===== config.mk =====
export PLATFORM = sky130hd
export DESIGN_NAME = usb_rx_deserializer_flat
export DESIGN_NICKNAME = d
export VERILOG_FILES = /design/src/rtl/usb_rx_deserializer_pkg.sv /design/src/rtl/usb_rx_deserializer_if.sv /design/src/rtl/usb_rx_deserializer_strobe_delay.sv /design/src/rtl/usb_rx_deserializer.sv /design/src/flat_wrapper.sv
export SDC_FILE = /design/constraint.sdc
export NUM_CORES = 1
export LEC_CHECK = 0
export CORE_MARGIN = 10
export CORE_UTILIZATION = 45
export CTS_CLUSTER_DIAMETER = 200
export CTS_CLUSTER_SIZE = 25
export DETAILED_ROUTE_END_ITERATION = 10
export PLACE_DENSITY = 0.77
export SETUP_SLACK_MARGIN = 0.15
export SYNTH_ARGS = -nofsm -noshare
export SYNTH_HDL_FRONTEND = slang
export SYNTH_SLANG_ARGS = --single-unit

===== constraint.sdc =====
create_clock -name clk -period 2 [get_ports clk]
set_input_delay 0.4 -clock clk [delete_from_list [all_inputs] [get_ports clk]]
set_output_delay 0.4 -clock clk [all_outputs]
set_load 0.005 [all_outputs]

===== src/rtl/usb_rx_deserializer_pkg.sv =====
// Shared types and defaults for the USB receive deserializer.
package usb_rx_pkg;

  // Receive FSM states.
  typedef enum logic [1:0] {
    ACCEPT       = 2'd0,
    EXPECT_STUFF = 2'd1,
    HALT         = 2'd2
  } rx_state_t;

  // Number of consecutive accepted 1s after which a stuff bit follows.
  localparam int unsigned DEFAULT_STUFF_LEN = 6;

endpackage


===== src/rtl/usb_rx_deserializer_if.sv =====
// Bus between the decode/RCU side and the receive deserializer.
interface usb_rx_deserializer_if #(
  parameter int unsigned MAX_BYTES = 2
);

  localparam int unsigned CNT_W = $clog2(MAX_BYTES + 1);

  logic                   clear;
  logic                   shift_enable;
  logic                   d_orig;
  logic [8*MAX_BYTES-1:0] rcv_data;
  logic [CNT_W-1:0]       byte_count;
  logic                   byte_done;
  logic                   full;
  logic                   stuff_err;
  logic                   overrun;

  // Decoder/RCU side.
  modport master (
    output clear, shift_enable, d_orig,
    input  rcv_data, byte_count, byte_done, full, stuff_err, overrun
  );

  // Deserializer side.
  modport slave (
    input  clear, shift_enable, d_orig,
    output rcv_data, byte_count, byte_done, full, stuff_err, overrun
  );

endinterface


===== src/rtl/usb_rx_deserializer_strobe_delay.sv =====
// Fixed-depth pipe for the bit strobe and decoded bit, flushed by clear.
module rx_strobe_delay #(
  parameter int unsigned DEPTH = 2
) (
  input  logic clk,
  input  logic n_rst,
  input  logic clear,
  input  logic shift_enable,
  input  logic d_orig,
  output logic s_en,
  output logic s_bit
);

  if (DEPTH == 0) begin : g_bypass
    assign s_en  = shift_enable;
    assign s_bit = d_orig;
  end else begin : g_pipe
    logic [DEPTH-1:0] en_q;
    logic [DEPTH-1:0] bit_q;

    // Shift strobe/bit pairs down the pipe; clear drops anything in flight.
    always_ff @(posedge clk) begin
      if (!n_rst || clear) begin
        en_q  <= '0;
        bit_q <= '0;
      end else begin
        en_q[0]  <= shift_enable;
        bit_q[0] <= d_orig;
        for (int i = 1; i < DEPTH; i++) begin
          en_q[i]  <= en_q[i-1];
          bit_q[i] <= bit_q[i-1];
        end
      end
    end

    assign s_en  = en_q[DEPTH-1];
    assign s_bit = bit_q[DEPTH-1];
  end

endmodule


===== src/rtl/usb_rx_deserializer.sv =====
// USB receive deserializer: strips stuff bits, assembles bytes LSB first,
// and flags byte completion, fullness, stuff violations and overrun.
module usb_rx_deserializer
  import usb_rx_pkg::*;
#(
  parameter int unsigned MAX_BYTES   = 2,
  parameter int unsigned SHIFT_DELAY = 2,
  parameter int unsigned STUFF_LEN   = DEFAULT_STUFF_LEN
) (
  input logic                  clk,
  input logic                  n_rst,
  usb_rx_deserializer_if.slave bus
);

  localparam int unsigned DATA_W = 8 * MAX_BYTES;
  localparam int unsigned CNT_W  = $clog2(MAX_BYTES + 1);
  localparam int unsigned ONES_W = $clog2(STUFF_LEN + 1);

  logic s_en;
  logic s_bit;

  rx_state_t         state_q, state_d;
  logic [ONES_W-1:0] ones_q, ones_d;
  logic [2:0]        bit_cnt_q, bit_cnt_d;
  logic [CNT_W-1:0]  byte_count_q, byte_count_d;
  logic [DATA_W-1:0] rcv_q, rcv_d;
  logic              done_q, done_d;
  logic              serr_q, serr_d;
  logic              ovr_q, ovr_d;
  logic              full;

  rx_strobe_delay #(
    .DEPTH(SHIFT_DELAY)
  ) u_delay (
    .clk         (clk),
    .n_rst       (n_rst),
    .clear       (bus.clear),
    .shift_enable(bus.shift_enable),
    .d_orig      (bus.d_orig),
    .s_en        (s_en),
    .s_bit       (s_bit)
  );

  assign full = (byte_count_q == CNT_W'(MAX_BYTES));

  // Next-state logic: clear restarts the field, otherwise advance on each strobe.
  always_comb begin
    state_d      = state_q;
    ones_d       = ones_q;
    bit_cnt_d    = bit_cnt_q;
    byte_count_d = byte_count_q;
    rcv_d        = rcv_q;
    done_d       = 1'b0;
    serr_d       = 1'b0;
    ovr_d        = 1'b0;

    if (bus.clear) begin
      // Field data is kept so the RCU can still read it after restart.
      state_d      = ACCEPT;
      ones_d       = '0;
      bit_cnt_d    = '0;
      byte_count_d = '0;
    end else if (s_en) begin
      unique case (state_q)
        ACCEPT: begin
          rcv_d  = {s_bit, rcv_q[DATA_W-1:1]};
          ones_d = s_bit ? ones_q + ONES_W'(1) : '0;
          if (bit_cnt_q == 3'd7) begin
            bit_cnt_d    = '0;
            byte_count_d = byte_count_q + CNT_W'(1);
            done_d       = 1'b1;
          end else begin
            bit_cnt_d = bit_cnt_q + 3'd1;
          end
          // Completing the last byte wins over a pending stuff bit; the run of
          // ones is kept so HALT still recognises that stuff bit.
          if (bit_cnt_q == 3'd7 && byte_count_q == CNT_W'(MAX_BYTES - 1)) begin
            state_d = HALT;
          end else if (s_bit && ones_q == ONES_W'(STUFF_LEN - 1)) begin
            state_d = EXPECT_STUFF;
          end
        end
        EXPECT_STUFF: begin
          serr_d  = s_bit;
          ones_d  = '0;
          state_d = full ? HALT : ACCEPT;
        end
        HALT: begin
          // Keep tracking the line so stuff bits are not reported as overrun.
          if (ones_q == ONES_W'(STUFF_LEN)) begin
            serr_d = s_bit;
            ones_d = '0;
          end else begin
            ovr_d  = 1'b1;
            ones_d = s_bit ? ones_q + ONES_W'(1) : '0;
          end
        end
        default: state_d = ACCEPT;
      endcase
    end
  end

  // State, counter, data and pulse registers with synchronous reset.
  always_ff @(posedge clk) begin
    if (!n_rst) begin
      state_q      <= ACCEPT;
      ones_q       <= '0;
      bit_cnt_q    <= '0;
      byte_count_q <= '0;
      rcv_q        <= '0;
      done_q       <= 1'b0;
      serr_q       <= 1'b0;
      ovr_q        <= 1'b0;
    end else begin
      state_q      <= state_d;
      ones_q       <= ones_d;
      bit_cnt_q    <= bit_cnt_d;
      byte_count_q <= byte_count_d;
      rcv_q        <= rcv_d;
      done_q       <= done_d;
      serr_q       <= serr_d;
      ovr_q        <= ovr_d;
    end
  end

  assign bus.rcv_data   = rcv_q;
  assign bus.byte_count = byte_count_q;
  assign bus.byte_done  = done_q;
  assign bus.full       = full;
  assign bus.stuff_err  = serr_q;
  assign bus.overrun    = ovr_q;

endmodule


===== src/flat_wrapper.sv =====
// flat-port wrapper written by rule: the top's interface ports become plain ports
module usb_rx_deserializer_flat import usb_rx_pkg::*;
#(
  parameter int unsigned MAX_BYTES   = 2,
  parameter int unsigned SHIFT_DELAY = 2,
  parameter int unsigned STUFF_LEN   = DEFAULT_STUFF_LEN
)
  (clk, n_rst, bus_clear, bus_shift_enable, bus_d_orig, bus_rcv_data, bus_byte_count, bus_byte_done, bus_full, bus_stuff_err, bus_overrun);
  usb_rx_deserializer_if #(.MAX_BYTES(MAX_BYTES)) bus_i ();
  input logic clk;
  input logic n_rst;
  input wire logic [$bits(bus_i.clear)-1:0] bus_clear;
  input wire logic [$bits(bus_i.shift_enable)-1:0] bus_shift_enable;
  input wire logic [$bits(bus_i.d_orig)-1:0] bus_d_orig;
  output wire logic [$bits(bus_i.rcv_data)-1:0] bus_rcv_data;
  output wire logic [$bits(bus_i.byte_count)-1:0] bus_byte_count;
  output wire logic [$bits(bus_i.byte_done)-1:0] bus_byte_done;
  output wire logic [$bits(bus_i.full)-1:0] bus_full;
  output wire logic [$bits(bus_i.stuff_err)-1:0] bus_stuff_err;
  output wire logic [$bits(bus_i.overrun)-1:0] bus_overrun;
  assign bus_i.clear = bus_clear;
  assign bus_i.shift_enable = bus_shift_enable;
  assign bus_i.d_orig = bus_d_orig;
  assign bus_rcv_data = bus_i.rcv_data;
  assign bus_byte_count = bus_i.byte_count;
  assign bus_byte_done = bus_i.byte_done;
  assign bus_full = bus_i.full;
  assign bus_stuff_err = bus_i.stuff_err;
  assign bus_overrun = bus_i.overrun;
  usb_rx_deserializer #(.MAX_BYTES(MAX_BYTES), .SHIFT_DELAY(SHIFT_DELAY), .STUFF_LEN(STUFF_LEN)) u_core (.clk(clk), .n_rst(n_rst), .bus(bus_i));
endmodule

==> key figures <==
Clock network
  – CTS-repair resized insts: 3
  – Total CTS buffers: 5
  – Clock Tree Buf Depth: 2
  – Worst skew pair latency: 340 ps
  – Clock-pin slew on the worst setup and hold paths: 90 ps
  – CTS sink cnt: 33
  – Hold-fix buffers, CTS: 0
  – # Post-CTS Setup Buffers: 0
  – H-tree Lvls: 2
  – Root Driver: clkbuf_4
  – CTS tree: yes

Worst setup path
  – Crit-path max cell delay: 370 ps
  – Crit path max-delay family: flip-flops
  – Capture point of the worst path: bus_full
  – Data required time of the worst path: 1600 ps
  – Crit path capture type: output port
  – R2R Setup Slk: 500 ps
  – R2R cell count: 6
  – CP Max Fanout: 4
  – Reg2reg end: u_core.bus.rcv_data[7]
  – Crit path from: u_core.bus.byte_count[0]
  – CP Buf/Inv Count: 2
  – R2R Path Start: u_core.state_q[1]
  – Critical path type: reg2out
  – Crit path max-delay cell type: dfxtp_2
  – Setup crit start kind: flip-flop
  – Worst EP arrival: 1250 ps
  – CP cell instances: inv_1 > ha_1 > dlygate4sd2_1
  – WP depth: 3

Logic synthesis
  – FF+latch count, synth: 33
  – Syn. warnings: 0
  – Synth top area cells: dfxtp_1 44%, nand2_1 11%, ha_1 9.2%
  – Sequential fraction of the synthesis area: 44.0%
  – Most common cell in the netlist: nand2_1
  – Synth area leader: dfxtp_1
  – Yosys cell types: 37
  – Post-Synthesis Cell Area: 1500 um2
  – Top cell type's share of synthesized area: 44.0%
  – Post-synth top cells: 43 x nand2_1, 33 x dfxtp_1, 11 x ha_1, 9 x a21boi_2, 7 x inv_1
  – Post-synth EDFFs: 0
  – Avg Synthesized Cell Area: 9.33 um2
  – Ys async rst share: 0%
  – Synth Net Count: 177
  – Ys flop type: dfxtp_1
  – Cells after Synth: 161

Global route
  – Met3 usage: 4.15%
  – Initial antenna violation count: 0
  – Global-route wire length before repair: 5.43 mm
  – GRT Total Usage: 10.9%
  – Largest net degree at the start of global routing: 17
  – GR Overflow Total: 0
  – M1 GR Usage: 11.5%
  – GRT met2 Usage: 18.5%
  – Busiest grt layer: met2
  – Vias in the first global route: 1184

STA
  – Worst-margin pin slew: 448 ps
  – Tcrit/Tclk final: 82.3%
  – Slew headroom: 70.0%
  – Clk_skew: 10.8 ps
  – Final setup viols: 0
  – RSZ-0062 raised after global routing: false
  – Final Max Slew Viols: 0
  – Hold Fails Final Rpt: 0
  – Final Critical Period: 1650 ps
  – Setup TNS: 0 ps
  – Fmax: 607 MHz
  – Setup ws final: 354 ps

Routing
  – Vias per cell: 5.06
  – Drt total wl: 3.14 mm
  – DR WL/cell: 13.4 um
  – Total number of vias: 1190
  – Drt first-iter violations: 52
  – DRT Pass-1 Iters: 4
  – Antenna Violating Nets Remaining: 0
  – DRC Markers: 0

Layout
  – Layout net count: 206
  – Share of layout cells above drive strength 1: 12.6%
  – Diodes inserted: 0
  – Syn-to-layout area delta: 21.9%

Status
  – Status: finished clean

Flow run
  – MaxCap Viol Count: 0

Floorplanning
  – Core Box Area: 3130 um2
  – Cell row count: 20
  – Chip Height: 77.8 um
  – Die X: 77.8 um
  – Die area: 6050 um2
  – Number of I/O pins: 27
  – Initial core utilization: 48.0%

Placement
  – Port bufs: 26
  – Post-DP HPWL: 2.40 mm
  – Pre-CTS setup slack: 281 ps
  – Routability Congestion: 0.786

Worst hold path
  – Min-Delay Path Class: reg2reg
  – Hold wc startpoint: u_core.u_delay.g_pipe.en_q[0]

Power and ir drop
  – Lkg Pwr: 0.645 nW
  – Power Density: 571 nW/um2
  – Max rail drop VDD: 0.261 mV
==> power by group <==
group	switching, W	internal (W)	total [W]
Combinational	0.0000142	0.0000175	0.0000316
Clock	0.000213	0.000140	0.000353
Sequential	0.00000214	0.000659	0.000661
==> worst min-delay path by stage <==
stage                                endpoint  cells after the start  slack [ps]
6_report        u_core.u_delay.g_pipe.en_q[1]                      1         430
5_1_grt         u_core.u_delay.g_pipe.en_q[1]                      1         440
3_5_place_dp    u_core.u_delay.g_pipe.en_q[1]                      1         410
2_1_floorplan  u_core.u_delay.g_pipe.bit_q[1]                      1         410
3_3_place_gp    u_core.u_delay.g_pipe.en_q[1]                      1         410
4_1_cts         u_core.u_delay.g_pipe.en_q[1]                      1         430
==> per-layer routing <==
layer / vias to the layer above / part of all wire [%]
li1: 593 / -
met1: 546 / 42
met5: - / 0
met2: 42 / 48
met4: 0 / 1.8
met3: 9 / 7.9
==> flip-flops by register name (all words and copies together) (netlist names) <==
signal,cells
u_core.u_delay.g_pipe.en_q,2
u_core.bus.byte_done,1
u_core.bus.byte_count,2
u_core.bus.stuff_err,1
u_core.bus.overrun,1
u_core.bus.rcv_data,16
u_core.bit_cnt_q,3
u_core.ones_q,3
u_core.state_q,2
u_core.u_delay.g_pipe.bit_q,2
==> logic make-up after synthesis <==
group	Yosys count	share of synthesized area [%]
simple gates	68	21.5
flops	33	44.0
compound gates	31	17.6
buf+inv	15	5.91
fa+ha+maj	11	9.16
mux	2	1.33
xor+xnor	1	0.583
==> cell usage in the layout, fill, tap and decap left out, types with 3 or more instances in the layout <==
cell type,n
clkdlybuf4s50_1,25
nand2_1,43
a21oi_1,5
buf_4,3
inv_1,7
clkbuf_1,3
ha_1,11
and2_1,5
dfxtp_1,31
clkbuf_4,5
a21boi_0,6
a21boi_2,9
nor2_1,5
==> layout make-up <==
type | instances | area (um2)
multi-input cells | 113 | 753
well taps | 44 | 55.1
inverters | 8 | 30.0
clock buffers | 8 | 48.8
flip-flops and latches | 33 | 663
fillers | 290 | 1300
repair buffers | 29 | 282
==> per-stage QoR <==
| step | hold slack, ps | cells | util, % | area [um2] | power (W) |
|---|---|---|---|---|---|
| after floorplan | 406 | 161 | - | 1500 | 0.000695 |
| after global placement | 410 | 227 | 57.0 | 1780 | 0.000707 |
| after detailed placement | 413 | 227 | 57.0 | 1780 | 0.000708 |
| after CTS | 435 | 235 | 58.6 | 1830 | 0.00105 |
| after global routing | 445 | 235 | 58.6 | 1830 | 0.00109 |
| final | 432 | 235 | 58.6 | 1830 | 0.00105 |
(Power assumes the default switching activity.)
==> variant 1 (config.mk and constraints unchanged) <==
`MAX_BYTES` is set to 2 in 3 places; all go to 4.
--- a/src/rtl/usb_rx_deserializer_if.sv
+++ b/src/rtl/usb_rx_deserializer_if.sv
@@ -1,6 +1,6 @@
 // Bus between the decode/RCU side and the receive deserializer.
 interface usb_rx_deserializer_if #(
-  parameter int unsigned MAX_BYTES = 2
+  parameter int unsigned MAX_BYTES = 4
 );
 
   localparam int unsigned CNT_W = $clog2(MAX_BYTES + 1);
--- a/src/rtl/usb_rx_deserializer.sv
+++ b/src/rtl/usb_rx_deserializer.sv
@@ -3,7 +3,7 @@
 module usb_rx_deserializer
   import usb_rx_pkg::*;
 #(
-  parameter int unsigned MAX_BYTES   = 2,
+  parameter int unsigned MAX_BYTES   = 4,
   parameter int unsigned SHIFT_DELAY = 2,
   parameter int unsigned STUFF_LEN   = DEFAULT_STUFF_LEN
 ) (
--- a/src/flat_wrapper.sv
+++ b/src/flat_wrapper.sv
@@ -1,7 +1,7 @@
 // flat-port wrapper written by rule: the top's interface ports become plain ports
 module usb_rx_deserializer_flat import usb_rx_pkg::*;
 #(
-  parameter int unsigned MAX_BYTES   = 2,
+  parameter int unsigned MAX_BYTES   = 4,
   parameter int unsigned SHIFT_DELAY = 2,
   parameter int unsigned STUFF_LEN   = DEFAULT_STUFF_LEN
 )
Ports: changed (resized bus_byte_count and bus_rcv_data); port bits go from 27 to 44. No check against the original RTL was run, so the function may have changed too.
==> variant 1 against the original RTL <==
  * Power is 54% higher
  * Combinational power grew 47%
  * Die area is 34% higher
  * Critical path depth grew 1
  * Clock power rose by 60%
  * Sequential share of layout area decreased by 0.19 points
  * Utilization is essentially flat
  * Highest routed layer unchanged
  * Wire length grew 34%
  * Setup slack worse by 35 ps
  * Largest power group unchanged
  * Global-route usage fell by 0.41 points
  * Synthesized area is 47% higher
  * Sequential cell count up 17
  * Non-clock buffer count rose by 19
  * Cell area grew 52%
==> variant 1: results (changes against the original RTL) <==
[place]
placedInstanceArea_um2=2690  ; +51%
gpl_congestion=0.855  ; +8.9%
port_buffers=43  ; +65%
hpwlAfterDp_mm=3.10  ; +29%

[min_path]
hold_class=register to register

[routing]
first_iter_violations=75  ; +44%
post_drt_via_cell_ratio=4.70  ; -7.3%
drc=0  ; unchanged
route.final.wire_length_mm=4.21  ; +34%
drt_first_pass_iters=4  ; unchanged

[logic_synthesis]
number_of_distinct_library_cells_after_synthesis=34  ; -8.1%
syn-num-nets=255  ; +44%
synth-seq-area-share_pct=45.3  ; +1.4 points
synth.top_cells.by_area=sky130_fd_sc_hd__dfxtp_1 (45%), sky130_fd_sc_hd__a21boi_2 (14%), sky130_fd_sc_hd__nand2_1 (12%)
synth_common_cells=sky130_fd_sc_hd__nand2_1 (73), sky130_fd_sc_hd__dfxtp_1 (50), sky130_fd_sc_hd__a21boi_2 (27)
synth-async-reset-ratio_pct=0  ; unchanged
ys_warn_count=0  ; unchanged

[sta]
skew_ps=6.72  ; -4.04 ps
worst-slew-pin-transition_ps=413  ; -35.7 ps

[setup_path]
max_stage_delay_on_crit_path_ps=330  ; -40 ps
r2r_slack_ps=500  ; about the same
critPathLaunch=u_core.bus.byte_count[0]
cpLargestDelayFamily=flip-flops
critPathSlowestCell=sky130_fd_sc_hd__dfxtp_2
timing.reg2reg.worst_path_depth=6  ; unchanged
worstReg2RegEnd=u_core.bus.rcv_data[7]
worst_r2r_startpoint=u_core.state_q[0]
cp_max_fo=2  ; -2
worst_setup_path_endpoint=bus_full
cp.arrival_ps=1280  ; +30 ps

[cts]
postCtsResizedCells=3  ; unchanged
cts.repair_timing.setup_buffer_count=1  ; +1
cts-root-to-sink-buffers=2  ; unchanged
clockRootBuffer=sky130_fd_sc_hd__clkbuf_8
path_clk_slew_ps=80
tritoncts.num_buffers=5  ; unchanged
htreeDepth=2  ; unchanged
insertion_delay_ps=290  ; -50 ps

[global_routing]
grt_use_total_pct=10.5  ; -0.41 points
number_of_antenna_violations_at_the_first_check_in_global_routing=0  ; unchanged
via_count_of_the_first_global_routing_pass=1616  ; +36%
grt_max_degree=33  ; +16
grt_first_pass_wirelength_mm=7.31  ; +35%

[power_and_ir_drop]
p_leak_uw=0.000933  ; +45%
ir_drop_uv=365  ; +40%

[layout]
fillCellCount=447  ; +54%
final_nets=297  ; +44%
n_antenna_cell=0  ; unchanged
largest_reg_flops=32  ; +16
layout-drive-gt1-share_pct=15.7  ; +3.1 points

[floorplanning]
core.rowCount=25  ; +25%

[run_status]
status=complete, no violations

==> variant 1: cell families (layout without fill, tap and decap cells) <==
| logic type | Yosys count | count (layout) | share of synthesized area [%] |
|---|---|---|---|
| and+or+nand+nor | 104 | 104 | 21.0 |
| xor gates and xnor gates | 1 | 1 | 0.397 |
| AOI/OAI and AO/OA | 47 | 47 | 19.7 |
| DFF | 50 | 50 | 45.3 |
| muxes | 3 | 3 | 1.36 |
| adders and majority gates | 12 | 12 | 6.80 |
| buffers and inverters | 21 | 64 | 5.44 |
==> variant 1: worst min path at each step <==
stage / from / to / slack, ps / depth (start not counted)
detailed placement: u_core.u_delay.g_pipe.bit_q[0] / u_core.u_delay.g_pipe.bit_q[1] / 410 / 1
floorplan: u_core.u_delay.g_pipe.bit_q[0] / u_core.u_delay.g_pipe.bit_q[1] / 410 / 1
CTS: u_core.u_delay.g_pipe.bit_q[0] / u_core.u_delay.g_pipe.bit_q[1] / 440 / 1
finish: u_core.u_delay.g_pipe.bit_q[0] / u_core.u_delay.g_pipe.bit_q[1] / 430 / 1
global placement: u_core.u_delay.g_pipe.bit_q[0] / u_core.u_delay.g_pipe.bit_q[1] / 410 / 1
global route: u_core.u_delay.g_pipe.en_q[0] / u_core.u_delay.g_pipe.en_q[1] / 450 / 1
==> variant 1: per-stage QoR <==
step	setup slack, ps	std cells	hold WS [ps]	utilization [%]	power, uW
global route	238	348	451	58.6	1690
floorplan	612	238	406	-	1050
global placement	416	339	408	56.5	1070
CTS	302	348	436	58.6	1650
detailed placement	389	339	415	56.5	1070
finish	319	348	434	58.6	1610
==> variant 1: worst reg2reg max path: cells and delay by family, from the launching register on <==
family | cells | cell delay, ps
AOI/OAI and AO/OA | 1 | 140
buffers and inverters | 2 | 290
adders and majority gates | 1 | 340
and+or+nand+nor | 2 | 340
DFF | 1 | 330
==> variant 1: layout make-up <==
class | count | area, um2 | share of cell area [%]
repair buffers | 48 | 492 | 17.6
well taps | 67 | 83.8 | 3.01
clock buffers | 5 | 68.8 | 2.47
flip-flops and latches | 50 | 1000 | 36.0
clock inverters | 3 | 21.3 | 0.763
multi-input cells | 167 | 1090 | 39.0
inverters | 8 | 30.0 | 1.08
==> variant 1: report_power, final <==
| part | internal (uW) | switching, uW | total [uW] |
|---|---|---|---|
| Combinational | 26.5 | 19.9 | 46.4 |
| Clock | 246 | 319 | 565 |
| Sequential | 997 | 2.06 | 999 |
| Total | 1270 | 341 | 1610 |
==> variant 1: metal layers <==
metal	up-vias	wire [um]	GRT usage, %
met4	0	48	4.38
met1	736	1930	12.1
met3	2	259	4.07
met2	29	1970	16.8
met5	-	0	0
li1	867	-	-
==> variant 2 (config.mk and constraints unchanged) <==
Made on the original files. Re-encode `rx_state_t` (3 states) as one-hot, 3 bits wide.
--- a/src/rtl/usb_rx_deserializer_pkg.sv
+++ b/src/rtl/usb_rx_deserializer_pkg.sv
@@ -2,10 +2,10 @@
 package usb_rx_pkg;
 
   // Receive FSM states.
-  typedef enum logic [1:0] {
-    ACCEPT       = 2'd0,
-    EXPECT_STUFF = 2'd1,
-    HALT         = 2'd2
+  typedef enum logic [2:0] {
+    ACCEPT       = 3'b001,
+    EXPECT_STUFF = 3'b010,
+    HALT         = 3'b100
   } rx_state_t;
 
   // Number of consecutive accepted 1s after which a stuff bit follows.
Behaviour: same outputs for any inputs over 10 cycles, from zero or initial values and one cycle with n_rst low; not proved beyond that.
==> variant 2 against the original RTL <==
  * Setup slack lost 24 ps
  * Clock skew grew 2.0 ps
  * Synthesized area grew 2.0%
  * Wire length grew 5.4%
  * Sequential cell count grew 1
  * Cell area grew 2.3%
  * Power grew 7.6%
  * Cell count grew 4.3%
  * Critical path type is now register to register
  * Critical endpoint is now u_core.bus.rcv_data[8]
==> variant 2: results (changes against the original RTL) <==
[power_and_ir_drop]
cell_internal_pwr_uw=866  ; +6.1%
p_leak_uw=0.000643  ; -0.28%
ir_drop_uv=408  ; +56%

[logic_synthesis]
syn_avg_cell_area_um2=8.91  ; -4.5%
number_of_synthesized_register_bits=34  ; +3.0%
synth_common_cells=sky130_fd_sc_hd__nand2_1 (42), sky130_fd_sc_hd__dfxtp_1 (34), sky130_fd_sc_hd__a21boi_1 (10)
synth-seq-area-share_pct=44.4  ; +0.44 points
synth.top_cells.by_area=sky130_fd_sc_hd__dfxtp_1 (44%), sky130_fd_sc_hd__nand2_1 (10%), sky130_fd_sc_hd__ha_1 (5.7%)
syn-num-nets=184  ; +4.0%
number_of_distinct_library_cells_after_synthesis=39  ; +5.4%

[min_path]
worst_hold_startpoint=u_core.u_delay.g_pipe.bit_q[0]
worst_hold_path.endpoint=u_core.u_delay.g_pipe.bit_q[1]
hold-path-cell-count=1  ; unchanged

[sta]
skew_ps=12.7  ; +1.96 ps
final_period_minus_worst_setup_slack_ps=1670  ; +24.0 ps
slew-limit-headroom_pct=67.8  ; -2.2 points
fin_hold_ws_ps=440  ; +8.21 ps

[routing]
wl_met2_mm=1.71  ; +13%
post_drt_via_cell_ratio=4.93  ; -2.7%
first_iter_violations=41  ; -21%
wl_met1_mm=1.36  ; +2.4%
met3_wirelength_um=175  ; -29%
final_routed_wire_length_divided_by_cell_count_um=13.5  ; +1.1%

[setup_path]
critPathLaunch=u_core.state_q[0]
cp.arrival_ps=1930  ; +680 ps
criticalPathCategory=register to register
cp_max_fo=16  ; +12
worstReg2RegEnd=u_core.bus.rcv_data[8]
timing.reg2reg.worst_path_depth=5  ; -1
r2r_slack_ps=330  ; -170 ps

[place]
gpl_congestion=0.764  ; -2.8%
dp_slack_ps=188  ; -93.0 ps
hpwlAfterDp_mm=2.44  ; +1.6%
placed_cells_incl_taps=237  ; +4.4%

[layout]
final-clk-cell-share_pct=3.41  ; +0.74 points
multi_input_comb_area_um2=762  ; +1.2%
inverters_excl_clock=5  ; -3
seq_area_share_pct=36.4  ; +0.20 points
final_nets=210  ; +1.9%
layout.non_clock_buffers=30  ; +3.4%
non_clock_buffer_share_of_cell_area_pct=15.4  ; +0.062 points
fillCellCount=321  ; +11%
layout-drive-gt1-share_pct=9.55  ; -3.0 points
clkbuf_count=6  ; -2
largest_reg_flops=16  ; unchanged
stdcell_count=245  ; +4.3%
multi_input_gates=122  ; +8.0%

[global_routing]
grt_first_pass_wirelength_mm=5.71  ; +5.1%
grt_util_met1_pct=11.6  ; +0.13 points
via_count_of_the_first_global_routing_pass=1193  ; +0.76%
grt_use_total_pct=11.6  ; +0.69 points
groute.layer.met2.usage_pct=20.2  ; +1.7 points
global_route.usage.met3_pct=5.01  ; +0.86 points

[run_status]
status=complete, no violations

[cts]
clockRootBuffer=sky130_fd_sc_hd__clkbuf_4
path_clk_slew_ps=100
htreeDepth=2  ; unchanged
insertion_delay_ps=350
tritoncts.num_buffers=5  ; unchanged

variant 2: changes by cell type after synthesis, sizes merged, moves of 2 or more:
cell / unedited run / this run
a21oi: 5 / 8
buf: 6 / 8
clkbuf: 1 / 3
nand2b: 2 / 6
nor2b: 2 / 4
o21ai: 0 / 2
ha: 11 / 7
inv: 8 / 5
variant 2: through the flow:
step	utilization (%)	power, uW	cell area, um2
CTS	56.6	1140	1870
finish	56.6	1130	1870
detailed placement	54.6	732	1810
global route	56.6	1180	1870
global placement	54.6	730	1810
floorplan	-	716	1530
variant 2: cells by family (layout without fill, tap and decap cells):
family / after synthesis / in the layout / share of synthesized area (%)
AO/OA/AOI/OAI: 35 / 35 / 16.2
XOR/XNOR: 2 / 2 / 1.63
adder cells (fa/ha/maj): 7 / 7 / 5.71
buffers and inverters: 16 / 43 / 6.04
flip-flops: 34 / 34 / 44.4
multiplexers: 3 / 3 / 1.96
AND/OR/NAND/NOR: 75 / 75 / 24.0
variant 2: what timing repair did:
| action | in CTS | in global routing |
|---|---|---|
| cloned | 0 | 0 |
| gates resized for setup | 4 | 1 |
| hold buffers | 0 | 0 |
| pin swaps | 0 | 0 |
| setup endpoints to repair | 1 | 6 |
variant 2: power by group through the flow:
stage          Clock (uW)  Sequential [uW]  Combinational (uW)
6_report              410              681                35.3
5_1_grt               461              682                38.9
4_1_cts               424              681                35.4
3_5_place_dp            0              696                35.4
3_3_place_gp            0              696                34.1
2_1_floorplan           0              696                20.3
variant 2: critical path, stage by stage (launching register included):
cell,delay [ps]
sky130_fd_sc_hd__dfxtp_1,570
sky130_fd_sc_hd__and4bb_2,420
sky130_fd_sc_hd__nor2b_1,160
sky130_fd_sc_hd__buf_4,210
sky130_fd_sc_hd__nand2_1,70
sky130_fd_sc_hd__a21boi_0,170
